==> src/rtl/tilt_gesture_decoder.sv <==
// tilt_gesture_decoder
// Turns raw accelerometer words from the SPI domain into single-cycle
// directional pulses. The path is: synchroniser, stable-sample filter,
// dominant-axis classifier, then a NEUTRAL/CANDIDATE/FIRED qualifier with
// enter/exit hysteresis and a hold time.
module tilt_gesture_decoder #(
    parameter int ENTER_THRESH = 6,
    parameter int EXIT_THRESH  = 3,
    parameter int HOLD_CYCLES  = 500000
) (
    input  logic        clk,
    input  logic        reset,
    input  logic [14:0] acl_data,
    output logic        right_pulse,
    output logic        left_pulse,
    output logic        up_pulse,
    output logic        bottom_pulse,
    output logic        tilt_active,
    output logic [1:0]  tilt_dir
);

    localparam int CW = $clog2(HOLD_CYCLES + 1);

    localparam logic [4:0]    ENTER_M = 5'(ENTER_THRESH);
    localparam logic [4:0]    EXIT_M  = 5'(EXIT_THRESH);
    localparam logic [CW-1:0] HOLD_C  = CW'(HOLD_CYCLES);
    localparam logic [CW-1:0] HOLD_M1 = CW'(HOLD_CYCLES - 1);
    localparam logic [CW-1:0] ONE     = CW'(1);

    typedef enum logic [1:0] {
        NEUTRAL   = 2'd0,
        CANDIDATE = 2'd1,
        FIRED     = 2'd2
    } state_t;

    typedef enum logic [1:0] {
        DIR_RIGHT  = 2'd0,
        DIR_LEFT   = 2'd1,
        DIR_UP     = 2'd2,
        DIR_BOTTOM = 2'd3
    } dir_t;

    // Magnitude of a 5-bit two's complement value; -16 maps to 16 unsigned.
    function automatic logic [4:0] magnitude(input logic [4:0] v);
        return v[4] ? (~v + 5'd1) : v;
    endfunction

    logic [14:0] sync_s1, sync_s2, sync_s3;
    logic [9:0]  stable_xy;

    logic [4:0]  x_val, y_val, x_mag, y_mag;
    logic        x_tilt, y_tilt, dom_valid, level;
    dir_t        dom_dir;

    state_t          state_q, state_d;
    logic [CW-1:0]   count_q, count_d;
    dir_t            dir_q, dir_d;
    logic            fire;

    // Synchronise the asynchronous word and accept it only once two
    // consecutive synchronised captures agree, so a torn word is never used.
    always_ff @(posedge clk) begin
        // NOTE: sequential state uses non-blocking assignments so every
        // register samples the pre-edge values of the others.
        if (reset) begin
            sync_s1   <= '0;
            sync_s2   <= '0;
            sync_s3   <= '0;
            stable_xy <= '0;
        end else begin
            sync_s1 <= acl_data;
            sync_s2 <= sync_s1;
            sync_s3 <= sync_s2;
            if (sync_s2 == sync_s3) begin
                stable_xy <= sync_s2[14:5];
            end
        end
    end

    // Classify the stable sample: dominant tilted axis (X wins ties) and level.
    always_comb begin
        // NOTE: every signal gets a default first so no path leaves it
        // unassigned and no latch is inferred.
        x_val     = stable_xy[9:5];
        y_val     = stable_xy[4:0];
        x_mag     = magnitude(x_val);
        y_mag     = magnitude(y_val);
        x_tilt    = (x_mag >= ENTER_M);
        y_tilt    = (y_mag >= ENTER_M);
        level     = (x_mag < EXIT_M) && (y_mag < EXIT_M);
        dom_valid = x_tilt || y_tilt;
        dom_dir   = DIR_RIGHT;
        if (x_tilt && (!y_tilt || (x_mag >= y_mag))) begin
            dom_dir = x_val[4] ? DIR_LEFT : DIR_RIGHT;
        end else if (y_tilt) begin
            dom_dir = y_val[4] ? DIR_BOTTOM : DIR_UP;
        end
    end

    // State, shared hold/level counter and latched direction registers.
    always_ff @(posedge clk) begin
        if (reset) begin
            state_q <= NEUTRAL;
            count_q <= '0;
            dir_q   <= DIR_RIGHT;
        end else begin
            state_q <= state_d;
            count_q <= count_d;
            dir_q   <= dir_d;
        end
    end

    // Next-state logic: qualify a steady direction, then demand a steady
    // level period before re-arming (no auto-repeat).
    always_comb begin
        state_d = state_q;
        count_d = count_q;
        dir_d   = dir_q;
        fire    = 1'b0;
        case (state_q)
            NEUTRAL: begin
                count_d = '0;
                if (dom_valid) begin
                    dir_d   = dom_dir;
                    count_d = ONE;
                    state_d = CANDIDATE;
                end
            end
            CANDIDATE: begin
                if (!dom_valid) begin
                    state_d = NEUTRAL;
                    count_d = '0;
                end else if (dom_dir != dir_q) begin
                    dir_d   = dom_dir;
                    count_d = ONE;
                end else if (count_q >= HOLD_C) begin
                    fire    = 1'b1;
                    state_d = FIRED;
                    count_d = '0;
                end else begin
                    count_d = count_q + ONE;
                end
            end
            FIRED: begin
                if (!level) begin
                    count_d = '0;
                end else if (count_q >= HOLD_M1) begin
                    state_d = NEUTRAL;
                    count_d = '0;
                end else begin
                    count_d = count_q + ONE;
                end
            end
            default: begin
                state_d = NEUTRAL;
                count_d = '0;
            end
        endcase
    end

    // Decode the qualifying cycle into one directional pulse; a pulse that
    // coincides with reset is dropped.
    always_comb begin
        right_pulse  = 1'b0;
        left_pulse   = 1'b0;
        up_pulse     = 1'b0;
        bottom_pulse = 1'b0;
        if (fire && !reset) begin
            case (dir_q)
                DIR_RIGHT:  right_pulse  = 1'b1;
                DIR_LEFT:   left_pulse   = 1'b1;
                DIR_UP:     up_pulse     = 1'b1;
                DIR_BOTTOM: bottom_pulse = 1'b1;
                default:    right_pulse  = 1'b0;
            endcase
        end
    end

    assign tilt_active = (state_q == FIRED);
    assign tilt_dir    = dir_q;

endmodule

==> config.mk <==
export PLATFORM = sky130hd
export DESIGN_NAME = tilt_gesture_decoder
export DESIGN_NICKNAME = d
export VERILOG_FILES = /design/src/rtl/tilt_gesture_decoder.sv
export SDC_FILE = /design/constraint.sdc
export NUM_CORES = 1
export LEC_CHECK = 0
export BUFFER_PORTS_ARGS = -buffer_cell sky130_fd_sc_hd__buf_4
export CAP_MARGIN = 30
export CORE_MARGIN = 3
export CORE_UTILIZATION = 40
export DETAILED_ROUTE_END_ITERATION = 6
export GPL_TIMING_DRIVEN = 0
export SYNTH_ARGS = -nofsm -noshare
export SYNTH_HDL_FRONTEND = slang
export SYNTH_SLANG_ARGS = --single-unit
==> constraint.sdc <==
create_clock -name clk -period 10.6 [get_ports clk]
set_input_delay 2.12 -clock clk [delete_from_list [all_inputs] [get_ports clk]]
set_output_delay 2.12 -clock clk [all_outputs]
set_load 0.1 [all_outputs]
# [Word level (Yosys, flattened, before mapping)]
# Cells that the tools add are included.
[classes] add_sub_neg=3 n_lt_le_gt_ge=7 n_eq_ne=14 n_mux=36 n_bitwise=2 reduce_logical=12
[op_table] op="$mux W19" n=5
[op_table] op="$pmux W19 S3" n=1
[op_table] op="$ge A19 B19 Y1 const B" n=2
[op_table] op="$mux W2" n=11
[op_table] op="$add A19 B1 Y19 const B" n=1
[op_table] op="$eq A15 B15 Y1" n=1
[op_table] op="$mux W1" n=15
[op_table] op="$add A5 B1 Y5 const B" n=2
[op_table] op="$ge A5 B3 Y1 const B" n=2
[op_table] op="$lt A5 B2 Y1 const B" n=2
[op_table] op="$mux W5" n=2
[op_table] op="$not A5 Y5" n=2
[op_table] op="$eq A2 B2 Y1 const B" n=3
[op_table] op="$ne A2 B2 Y1 const B" n=3
[op_table] op="$ne A3 B3 Y1 const B" n=2
[op_table] op="$pmux W2 S3" n=1
[op_table] op="$ge A5 B5 Y1" n=1
[op_table] op="$reduce_and A5 Y1" n=1
[op_table] op="$eq A2 B1 Y1 const B" n=2
[op_table] op="$logic_not A2 Y1" n=2
[op_table] op="$ne A2 B1 Y1 const B" n=2
[op_table] op="$pmux W2 S2" n=1
[op_table] op="$reduce_and A4 Y1" n=1
[op_table] op="$logic_and A1 B1 Y1" n=3
[op_table] op="other kinds (4)" n=6
[totals] regBits=78 input_bits=17 output_inout_bits=7 word_cells=81

# [Longest topological paths before layout]
[logic_depth] word_depth=14 depth_mapped=13 ltp_nobuf=12

# [Worst setup path after synthesis]
# No wires, ideal clock.
[synth_path] kind="register to output" from="register stable_xy[5]" to="output left_pulse" arrival_ps=5765 t_required_ps=8480 setup_slack_ps=2715 path_stages_with_launch=13 path_buffers=0 cell_sequence="dfxtp_1 inv_1 ha_1 nand2b_1 xnor2_1 ha_1 a21oi_1 o21ai_1 o211a_1 or4_1 a31o_1 a2111o_1 nor4_1"
[synth_between] elab_chain_cells=13
[synth_rtl] element="start, declared" line_no="49" text="logic [9:0] stable_xy;"
[synth_rtl] element="start signal, assigned" line_no="75" text="stable_xy <= sync_s2[14:5];"
[synth_rtl] element="$not A5 Y5" line_no="45" text="return v[4] ? (~v + 5'd1) : v;"
[synth_rtl] element="$add A5 B1 Y5" line_no="45"
[synth_rtl] element="$mux W5 (*)" line_no="45"
[synth_rtl] element="$ge A5 B5 Y1" line_no="93" text="if (x_tilt && (!y_tilt || (x_mag >= y_mag))) begin"
[synth_rtl] element="$logic_or A1 B1 Y1" line_no="93"
[synth_rtl] element="$logic_and A1 B1 Y1" line_no="93"
[synth_rtl] element="$mux W2" line_no="93"
[synth_rtl] element="$ne A2 B2 Y1" line_no="133" text="end else if (dom_dir != dir_q) begin"
[synth_rtl] element="$mux W1" line_no="133"
[synth_rtl] element="$mux W1 (*)" line_no="130" text="if (!dom_valid) begin"
[synth_rtl] element="$mux W1 (*)" line_no="120" text="case (state_q)"
[synth_rtl] element="$logic_and A1 B1 Y1 (*)" line_no="168" text="if (fire && !reset) begin"
[synth_rtl] element="$mux W1 (*)" line_no="168"
[synth_rtl] element="end, declared" line_no="15" text="output logic left_pulse,"
# Every way passes the cells marked *; elsewhere a longest branch is shown, timed or not.

# [Worst setup path after layout]
[layout_path] from="register stable_xy[5]" to="output bottom_pulse"
[layout_between] elab_chain_cells=13
[layout_rtl] element="$not A5 Y5" line_no="45"
[layout_rtl] element="$add A5 B1 Y5" line_no="45"
[layout_rtl] element="$mux W5 (*)" line_no="45"
[layout_rtl] element="$ge A5 B5 Y1" line_no="93"
[layout_rtl] element="$logic_or A1 B1 Y1" line_no="93"
[layout_rtl] element="$logic_and A1 B1 Y1" line_no="93"
[layout_rtl] element="$mux W2" line_no="93"
[layout_rtl] element="$ne A2 B2 Y1" line_no="133"
[layout_rtl] element="$mux W1" line_no="133"
[layout_rtl] element="$mux W1 (*)" line_no="130"
[layout_rtl] element="$mux W1 (*)" line_no="120"
[layout_rtl] element="$logic_and A1 B1 Y1 (*)" line_no="168"
[layout_rtl] element="$mux W1 (*)" line_no="168"
[layout_rtl] element="end, declared" line_no="17" text="output logic bottom_pulse,"
# Marks and branches as above.

==> results.md <==
Placement:
- The wire-length estimate of the detail-placed layout is 4.58 mm.
- The congestion estimate from routability-driven global placement came to 0.824.
- The number of cells in the design after placement is 475.
- The number of input and output port buffers inserted is 22.

Logic synthesis:
- The number of warnings printed during yosys synthesis is 0.
- The most used flip-flop cell after synthesis is sky130_fd_sc_hd__dfxtp_1.
- The count of flip-flops with a built-in enable after synthesis is 0.
- The distinct cell type count of the synthesized netlist is 52.
- The part of the Yosys area used for sequential elements is 44.7%.
- Of the total synthesized cell area, the portion taken by XOR and XNOR cells is 9.27%.
- The adder and majority gate portion of the synthesized area is 2.86%.
- The fraction of synthesis flops using an asynchronous set or reset pin is 0%.
- After synthesis, the largest family of logic cells by area is simple AND/OR/NAND/NOR gates.
- The compound-gate portion of the synthesized area is 14.1%.
- After synthesis the cells add up to 3490 um^2.
- The synthesized netlist cell count is 348.
- The simple-gate portion of the synthesized area is 22.3%.
- The synthesized design contains 78 register bits.
- The multiplexer area fraction after synthesis is 3.19%.
- The post-synthesis net count is 373.
- A synthesized cell averages 10.0 um^2.

Timing:
- The total count of max-transition violations in the final report is 0.
- The clock period minus final worst setup slack is 6.30 ns.
- Setup repair after global routing left no endpoint under its margin.
- Measured against its own limit, the worst slew margin works out to 51.8%.
- In the final timing run, aggregate negative setup slack is 0 ns.
- Timing would allow up to 159 MHz.
- The total count of hold-check failures in the final report is 0.
- The final period utilization is 59.5%.
- At the pin with the least slew margin, the transition time is 0.723 ns.
- The final number of setup-violating endpoints is 0.
- The clock arrives with 0.0114 ns of skew.

Setup path:
- Broken down by cell family, the worst path's largest delay share belongs to compound AO/OA/AOI/OAI gates.
- The required time of the critical path is 8.48 ns.
- The critical path is of the reg -> out type.
- The largest fanout on the critical path is 10.
- Data on the critical path arrives at its endpoint at 4.18 ns.
- The worst setup path is captured at an output pin.
- The cell that appears most often on the critical path is sky130_fd_sc_hd__ha_1.
- The number of buffers and inverters on the critical path is 3.
- On the critical path, the stage with the largest delay is an instance of sky130_fd_sc_hd__or4_1.
- The capture instance of the worst register-to-register path is count_q[17]$_SDFF_PP0_.
- For this run, the slowest stage of the critical path takes 0.50 ns.
- The sort of element at the start of the critical path is a flip-flop.
- The timing startpoint of the critical path is stable_xy[5]$_SDFFE_PP0N_.
- The critical path goes through inv_1 -> ha_1 -> nand2b_1 -> xnor2_1 -> ha_1 -> a21oi_1 -> o21ai_1 -> o211a_1 -> or4_1 -> a31o_1 -> a2111o_1 -> buf_6 -> nor3_2 -> buf_4.
- In this run the register-to-register setup slack is 6.95 ns.
- The startpoint identified for the worst register-to-register timing path is stable_xy[5]$_SDFFE_PP0N_.
- The length in cells of the worst reg-to-reg path is 13.

Route:
- The violation count after the first detailed-route iteration is 58.
- The detailed router placed 2425 vias in this run.
- In the routed layout, each cell is associated on average with a via count of 4.94.
- The detailed-route wire length is 6.36 mm.
- The average routed wire per standard cell is 12.9 um.
- The first detailed-routing pass took 5 iterations.
- The total DRC errors in the routed layout is 0.
- The number of routed nets with antenna violations is 0.

Floorplanning:
- The die is 99.5 um tall.
- The die is 99.5 um wide.
- The core area is 8340 um^2.
- The number of rows created at floorplan is 33.
- The number of I/O pins is 24.
- The starting density of the core is 41.9%.
- The full die area is 9890 um^2.

Worst hold path:
- The worst-case hold path end point is sync_s2[0]$_SDFF_PP0_.
- The worst min-delay path class is reg -> reg.
- The worst hold path begins at sync_s1[0]$_SDFF_PP0_.
- Along the worst hold path, the cell count comes to 1.

Clocking:
- The TritonCTS clock tree is yes.
- The clock latency on the worst-skew pair is 0.33 ns.
- The maximum buffer depth of the clock tree is 2.
- Clock tree synthesis inserted a total of 9 buffers.
- The CTS H-tree depth is 3.
- The clock tree root buffer cell is sky130_fd_sc_hd__clkbuf_8.
- The clock-pin slew of the registers on the worst-case setup and hold paths is 0.08 ns.
- The tree built by TritonCTS fans out to 78 sinks.
- In this run, post-CTS repair resized a total of 0 instances.
- The total of hold buffers inserted after clock tree synthesis is 0.
- The count of buffers added by post-CTS timing repair for setup is 0.

Finish:
- At the end of the flow, the number of nets in the layout was 406.
- The count of non-filler cells in the finished layout is 491.
- Relative to the synthesized area, the layout overhead comes to 14.1%.
- The top cell types in the final layout, fill and taps aside, are 78 x sky130_fd_sc_hd__dfxtp_1, 49 x sky130_fd_sc_hd__nor2b_1, 27 x sky130_fd_sc_hd__xor2_1.
- The repair_antennas step left the layout with diodes totalling 0.
- The most frequent standard cell in the layout excluding fill and tap cells is sky130_fd_sc_hd__dfxtp_1.
- Of the cells placed in the final design, the portion with a size suffix greater than 1 is 17.9%.

Run:
- Across the run, the number of max-cap violations was 0.

Global route:
- The remaining global-route overflow is 0.
- The via count of the first global-routing pass is 2381.
- The first global-routing pass estimated 11.1 mm of wire.
- The combined global-route utilization of all metal layers is 13.8%.
- Entering global routing, the biggest net connects 15 pins.
- The initial antenna violation count is 0.

Pwr:
- The analysis attributes to cell leakage a power of 1.57 nW.
- For this design the ratio of total power to cell area is 139 nW/um^2.
- The largest voltage drop on the vdd net is 0.0640 mV.

Outcome:
- The flow ran to the end, and the final reports show no timing, DRC or antenna violations.
-- power by group --
| group | switching [mW] | total (mW) | internal (mW) |
|---|---|---|---|
| sequential | 0.00451 | 0.305 | 0.301 |
| combinational | 0.0171 | 0.0318 | 0.0147 |
| clock | 0.108 | 0.218 | 0.110 |
| total | 0.130 | 0.555 | 0.425 |
-- Yosys cell counts (all sizes together) (2+ instances only) --
library cell  count  area share [%]
dfxtp            78              45
nor2b            49             8.8
xor2             27             6.8
a211oi           19             6.7
nor2             19             2.0
nand2            12             1.3
inv              11             1.2
clkbuf           10             1.1
mux2i            10             2.9
xnor2            10             2.5
nand3             9             1.3
ha                8             2.9
nand4             8             1.4
nor4              8             1.4
a21oi             7             1.0
buf               7             1.4
nor3              5            0.86
and3              4            0.72
nand2b            4            0.72
o31ai             4             1.3
a21o              3            0.64
o21ai             3            0.43
or2               3            0.54
a2111o            2            0.64
and2              2            0.36
and4              2            0.50
nand3b            2            0.43
o211a             2            0.57
o21a              2            0.43
or4               2            0.43
-- sequential cells by signal (all words and copies together), names as in the netlist --
| name | count |
|---|---|
| sync_s1 | 15 |
| state_q | 2 |
| tilt_dir | 2 |
| sync_s3 | 15 |
| stable_xy | 10 |
| sync_s2 | 15 |
| count_q | 19 |
-- cells by family (layout without fill, tap and decap cells) --
kind of cell,count (synthesis),in the layout
buffers and inverters,28,66
and+or+nand+nor,134,134
muxes,11,11
xor gates and xnor gates,37,37
AOI/OAI and AO/OA,52,52
DFF,78,78
adders and majority gates,8,8
-- worst max-delay path by stage --
| stage | end | slack (ns) | cells after the start |
|---|---|---|---|
| after global routing | bottom_pulse | 4.05 | 14 |
| after detailed placement | bottom_pulse | 4.64 | 14 |
| after CTS | bottom_pulse | 4.26 | 14 |
| after global placement | bottom_pulse | 4.67 | 14 |
| final | bottom_pulse | 4.30 | 14 |
| after floorplan | left_pulse | 2.71 | 12 |
-- through the flow --
| step | hold slack (ns) | power (mW) | util [%] | cell area [um^2] | worst slack [ns] |
|---|---|---|---|---|---|
| 2_1_floorplan | 0.414 | 0.334 | - | 3490 | 2.71 |
| 3_5_place_dp | 0.421 | 0.345 | 45.5 | 3790 | 4.64 |
| 5_1_grt | 0.457 | 0.579 | 47.8 | 3990 | 4.05 |
| 3_3_place_gp | 0.423 | 0.344 | 45.5 | 3790 | 4.67 |
| 6_report | 0.439 | 0.555 | 47.8 | 3990 | 4.30 |
| 4_1_cts | 0.439 | 0.562 | 47.8 | 3990 | 4.26 |
-- worst register-to-register path, cell delays in order, from the launching register on --
cell	delay [ns]
sky130_fd_sc_hd__dfxtp_1	0.46
sky130_fd_sc_hd__inv_1	0.11
sky130_fd_sc_hd__ha_1	0.26
sky130_fd_sc_hd__nand2b_1	0.17
sky130_fd_sc_hd__xnor2_1	0.21
sky130_fd_sc_hd__ha_1	0.28
sky130_fd_sc_hd__a21oi_1	0.13
sky130_fd_sc_hd__o21ai_1	0.09
sky130_fd_sc_hd__o211a_1	0.26
sky130_fd_sc_hd__or4_1	0.50
sky130_fd_sc_hd__a31o_1	0.23
sky130_fd_sc_hd__a2111o_1	0.47
sky130_fd_sc_hd__buf_6	0.20
sky130_fd_sc_hd__a211oi_2	0.18
-- area by class of cell --
| class | count | area, um^2 |
|---|---|---|
| Fill cell | 816 | 4350 |
| Multi-Input combinational cell | 242 | 1810 |
| Sequential cell | 78 | 1560 |
| Timing Repair Buffer | 22 | 165 |
| Tap cell | 105 | 131 |
| Clock buffer | 9 | 124 |
| Buffer | 17 | 85.1 |
| Clock inverter | 7 | 71.3 |
| Inverter | 11 | 41.3 |
-- layer usage --
layer / track usage [%] / share of wire [%]
met2: 21.3 / 45
met3: 3.65 / 2.5
met1: 18.5 / 52
met4: 4.73 / 0.87
met5: 0 / 0
Note: power is estimated with default switching activity, not from simulation.
